[src/rtl/source_e_arb.sv]
// source_e_arb: round-robin arbiter for N GrantAck (E) requesters feeding a DEPTH-entry FIFO
// that drives a back-pressured TileLink E channel.
//
// Ports:
//   clock_i      clock, rising edge
//   reset_i      asynchronous active-high reset
//   req_valid_i  per-channel request valid                    [N]
//   req_ready_o  per-channel accept, at most one bit high     [N]
//   req_sink_i   channel i sink in bits [i*SINK_W +: SINK_W]  [N*SINK_W]
//   e_valid_o    E beat valid
//   e_ready_i    E beat accepted downstream
//   e_sink_o     E beat sink ID                               [SINK_W]
//   count_o      FIFO occupancy                               [clog2(DEPTH+1)]
module source_e_arb #(
    parameter int unsigned N      = 2,
    parameter int unsigned SINK_W = 3,
    parameter int unsigned DEPTH  = 2,
    parameter bit          PIPE   = 1'b0,
    parameter bit          FLOW   = 1'b0,
    localparam int unsigned CntW  = $clog2(DEPTH + 1)
) (
    input  logic                clock_i,
    input  logic                reset_i,
    input  logic [N-1:0]        req_valid_i,
    output logic [N-1:0]        req_ready_o,
    input  logic [N*SINK_W-1:0] req_sink_i,
    output logic                e_valid_o,
    input  logic                e_ready_i,
    output logic [SINK_W-1:0]   e_sink_o,
    output logic [CntW-1:0]     count_o
);

    localparam int unsigned     PtrW     = (DEPTH > 1) ? $clog2(DEPTH) : 1;
    localparam int unsigned     LastW    = (N > 1) ? $clog2(N) : 1;
    localparam logic [PtrW-1:0] PtrMax   = PtrW'(DEPTH - 1);
    localparam logic [LastW-1:0] LastInit = LastW'(N - 1);
    localparam logic [CntW-1:0] CntFull  = CntW'(DEPTH);

    logic [SINK_W-1:0] mem_q [DEPTH];
    logic [PtrW-1:0]   wr_ptr_q, wr_ptr_d;
    logic [PtrW-1:0]   rd_ptr_q, rd_ptr_d;
    logic [CntW-1:0]   count_q, count_d;
    logic [LastW-1:0]  last_q, last_d;

    logic [N-1:0]      hi_mask;
    logic [N-1:0]      pick_src;
    logic [N-1:0]      grant;
    logic [LastW-1:0]  grant_idx;
    logic [SINK_W-1:0] grant_sink;
    logic              empty, can_enq, accept, bypass, enq_write, deq_read;

    // Channels above the last winner take priority; if none of them is valid the search
    // wraps to the lowest valid channel.
    always_comb begin
        hi_mask = '0;
        for (int unsigned i = 0; i < N; i++) begin
            hi_mask[i] = (LastW'(i) > last_q);
        end
        pick_src   = ((req_valid_i & hi_mask) != '0) ? (req_valid_i & hi_mask) : req_valid_i;
        grant      = pick_src & (~pick_src + 1'b1);
        grant_idx  = last_q;
        grant_sink = '0;
        for (int unsigned i = 0; i < N; i++) begin
            if (grant[i]) begin
                grant_idx  = LastW'(i);
                grant_sink = req_sink_i[i*SINK_W +: SINK_W];
            end
        end
    end

    assign empty       = (count_q == '0);
    assign can_enq     = (count_q < CntFull) | (PIPE & e_ready_i & (count_q == CntFull));
    assign req_ready_o = grant & {N{can_enq}};
    assign accept      = |(req_valid_i & req_ready_o);
    // Bypassed beat goes straight out and never touches the FIFO.
    assign bypass      = FLOW & accept & empty & e_ready_i;
    assign enq_write   = accept & ~bypass;
    assign deq_read    = ~empty & e_ready_i;

    assign e_valid_o   = ~empty | (FLOW & accept & empty);
    assign e_sink_o    = empty ? grant_sink : mem_q[rd_ptr_q];
    assign count_o     = count_q;

    always_comb begin
        wr_ptr_d = wr_ptr_q;
        rd_ptr_d = rd_ptr_q;
        last_d   = last_q;
        count_d  = count_q;
        if (accept) begin
            last_d = grant_idx;
        end
        if (enq_write) begin
            wr_ptr_d = (wr_ptr_q == PtrMax) ? '0 : wr_ptr_q + 1'b1;
        end
        if (deq_read) begin
            rd_ptr_d = (rd_ptr_q == PtrMax) ? '0 : rd_ptr_q + 1'b1;
        end
        case ({enq_write, deq_read})
            2'b10:   count_d = count_q + 1'b1;
            2'b01:   count_d = count_q - 1'b1;
            default: count_d = count_q;
        endcase
    end

    always_ff @(posedge clock_i or posedge reset_i) begin
        if (reset_i) begin
            wr_ptr_q <= '0;
            rd_ptr_q <= '0;
            count_q  <= '0;
            last_q   <= LastInit;
        end else begin
            wr_ptr_q <= wr_ptr_d;
            rd_ptr_q <= rd_ptr_d;
            count_q  <= count_d;
            last_q   <= last_d;
        end
    end

    // Storage needs no reset: entries are only visible while count_q says they are valid.
    always_ff @(posedge clock_i) begin
        if (enq_write) begin
            mem_q[wr_ptr_q] <= grant_sink;
        end
    end

endmodule

[config.mk]
export PLATFORM = sky130hd
export DESIGN_NAME = source_e_arb
export DESIGN_NICKNAME = d
export VERILOG_FILES = /design/src/rtl/source_e_arb.sv
export SDC_FILE = /design/constraint.sdc
export NUM_CORES = 1
export LEC_CHECK = 0
export BUFFER_PORTS_ARGS = -buffer_cell sky130_fd_sc_hd__buf_2
export CAP_MARGIN = 20
export CORE_MARGIN = 8
export CORE_UTILIZATION = 25
export CTS_CLUSTER_DIAMETER = 200
export DETAILED_ROUTE_END_ITERATION = 10
export GPL_TIMING_DRIVEN = 0
export PLACE_DENSITY = 0.52
export SETUP_SLACK_MARGIN = 0.05
export SYNTH_ARGS = -nofsm -noshare
export SYNTH_HDL_FRONTEND = slang
export SYNTH_SLANG_ARGS = --single-unit
[constraint.sdc]
create_clock -name clock_i -period 1.9 [get_ports clock_i]
set_clock_uncertainty 0.15 [all_clocks]
set_input_delay 0.285 -clock clock_i [delete_from_list [all_inputs] [get_ports clock_i]]
set_output_delay 0.285 -clock clock_i [all_outputs]
set_load 0.05 [all_outputs]
==> summary.txt <==
Placed design
  • Pre-CTS setup slack: between 0.1 and 0.15 ns
  • I/O Buffers: 18
  • DP HPWL: roughly 940 um
  • Routability congestion estimate: ~0.65

Synth
  • Post-Synth Adder-Cell Area: 2.22%
  • Post-synth EDFFs: 6
  • Async S/R FF share, synth: 45.5%
  • Synth cell types: 21
  • Synth Instances: 50
  • Largest family of logic cells by synthesized area: compound AO/OA/AOI/OAI gates
  • Synth Area in XOR/XNOR: under 10%
  • Synth Flop Type: edfxtp_1
  • Mux contribution to synthesized area: 0%
  • Register area share after synthesis: 54.3%
  • Mapped Area: between 500 and 600 um2
  • Simple-Gate Fraction of Synth Area: 15.5%
  • Syn nets: between 60 and 70
  • Register bit total from synthesis: 11
  • YS warnings: 0
  • Post-synthesis area per instance: 11.3 um2
  • Synth Area in Compound Gates: between 15 and 20%

Run
  • MaxCap Viol Count: 0

Detailed routing
  • Routed vias: 461
  • Via density: approximately 4.4
  • Antenna Nets Post-Route: 0
  • Initial drt markers: 17
  • Detailed Routing Iterations Pass 1: 2
  • DRT Wirelength: 1.37 mm
  • Drt wl/cell: around 13 um
  • Remaining DRCs: 0

Floorplan
  • Core ar.: around 2200 um2
  • Initial Utilization: 26.0%
  • Chip width: about 64 um
  • Ports: 19
  • Row count: 17
  • Die area: just over 4000 um2
  • Die H: ~64 um

Global route
  • Initial antenna violation count: 0
  • Vias in the first global route: 554
  • GR Util All Layers: 7.77%
  • Largest net degree at the start of global routing: 9
  • Global-route wire length before repair: 2.55 mm
  • Grt ovf: 0

Timing
  • Final Hold Vio Count: 0
  • Final slew viol count: 0
  • RSZ-0062 raised after global routing: yes
  • Max-slew headroom: ~73%
  • Tightest Pin Transition: between 0.4 and 0.5 ns
  • Achievable Freq: roughly 530 MHz
  • Setup violators final: 0
  • Fin worst setup slack: roughly 0.016 ns
  • Fin Hold WS: 0.148 ns
  • Final period util: about 99%
  • Min Tclk post-route: 1.88 ns

Clock tree
  • Sink Count: 11
  • TritonCTS clock tree: done
  • H-tree levels: 1
  • Clk slew on worst S/H paths: roughly 0.07 ns
  • Maximum clock path buffer count: 2
  • Worst-Skew Late Latency: about 0.26 ns
  • TritonCTS buffer count: 3
  • Root Driver: clkbuf_4

Layout
  • N_diodes: 0
  • Share of cells above drive strength 1: a little over half
  • Nets@finish: 90
  • Post-Route Utilization: 42.1%
  • Area Growth Syn to Fin: 61.9%
  • Commonest non-fill, non-tap cell in the layout: buf_2
  • Commonest cells after routing, fill and taps aside: buf_2, inv_1, edfxtp_1

Critical path
  • Critical-path cell list: nand2b_4, a32oi_4, a21oi_4, buf_6
  • Required @ worst endpoint: roughly 1.5 ns
  • Critical path startpoint category: flop
  • Largest fanout on the critical path: 4
  • R2R cell count: 6
  • CP Capture Type: primary output
  • Crit-path max cell delay: roughly 0.55 ns
  • CP max-delay cell: dfstp_2
  • Worst path arrival time: ~1.5 ns
  • Kind of critical path: reg2out
  • Crit. path cell count: 4
  • WP buf/inv: 1
  • Crit-path leading delay family: flip-flops

Min path
  • Hold Crit Depth: 3
  • HP Class: in2reg

Power and ir drop
  • PD cells: around 2000 nW/um2
  • Static Leakage: 0.380 nW
  • Power Total: roughly 1.8 mW
  • Worst VDD drop: approximately 0.00097 V

Run status
  • Status: completed
final timing paths:
check / start / end / slack (ns)
setup / recovery: last_q / e_sink_o[2] / 0.02
hold / removal: req_valid_i[1] / last_q / 0.15
setup reg to reg: count_o[0] / count_o[1] / 0.28
hold reg to reg: wr_ptr_q / wr_ptr_q / 0.35
max in group asynchronous: reset_i / last_q / 1.06
min in group asynchronous: reset_i / wr_ptr_q / 0.30
logic make-up (layout without fill, tap and decap cells):
logic type | Yosys count | in the layout
xor gates and xnor gates | 5 | 5
and+or+nand+nor | 15 | 15
adders and majority gates | 1 | 1
buffers and inverters | 6 | 33
DFF | 11 | 11
AOI/OAI and AO/OA | 12 | 12
Yosys cell counts, types with 2 or more instances:
cell type / instances / share of area (%)
a21oi_1: 3 / 2.7
a32oi_1: 3 / 4.7
xor2_1: 2 / 3.1
dfrtp_1: 4 / 18
xnor2_1: 3 / 4.7
and2b_1: 3 / 4.0
nand2_1: 3 / 2.0
nor2_1: 4 / 2.7
edfxtp_1: 6 / 32
a211oi_1: 3 / 4.0
inv_1: 6 / 4.0
flip-flops by register name, summed over array words and instances (netlist names):
| register | cells |
|---|---|
| mem_q | 6 |
| last_q | 1 |
| count_o | 2 |
| rd_ptr_q | 1 |
| wr_ptr_q | 1 |
per-stage QoR:
stage               TNS (ns)  instance area (um2)  instances
global route          -0.168                  913        105
floorplan                  0                  604         50
detailed placement         0                  729         96
CTS                        0                  912        105
finish                     0                  913        105
global placement           0                  729         96
repair_timing:
action / in CTS / in global routing
buffers inserted: 4 / 0
endpoints found under the setup margin: 4 / 4
pin swaps: 8 / 0
hold endpoints to repair: 5 / 0
hold buffers: 1 / 0
resized for setup: 19 / 1
power breakdown:
| part | total, mW | internal (mW) | switching [mW] |
|---|---|---|---|
| logic | 1.16 | 0.469 | 0.695 |
| registers | 0.481 | 0.375 | 0.106 |
| clock network | 0.155 | 0.0812 | 0.0739 |
| total | 1.80 | 0.925 | 0.875 |
routing by layer:
metal,vias up,track usage [%],wire length (um)
met5,-,0,0
met4,0,3.62,40
met3,6,3.18,62
met2,10,12.5,669
met1,217,8.66,601
li1,228,-,-
final cells by class:
class	count	area, um2
Clock buffer	4	26.3
Fill cell	213	1260
Inverter	6	22.5
Multi-Input combinational cell	33	353
Sequential cell	11	309
Tap cell	28	35.0
Timing Repair Buffer	23	168
worst reg2reg max path, stage by stage, from the launching register on:
cell and delay [ns]:
dfrtp_1 0.45, nor2_4 0.16, buf_12 0.15, nor2b_4 0.05, ha_1 0.31, nor2_1 0.14, xor2_1 0.14
Power figures use the tool's default switching activity.
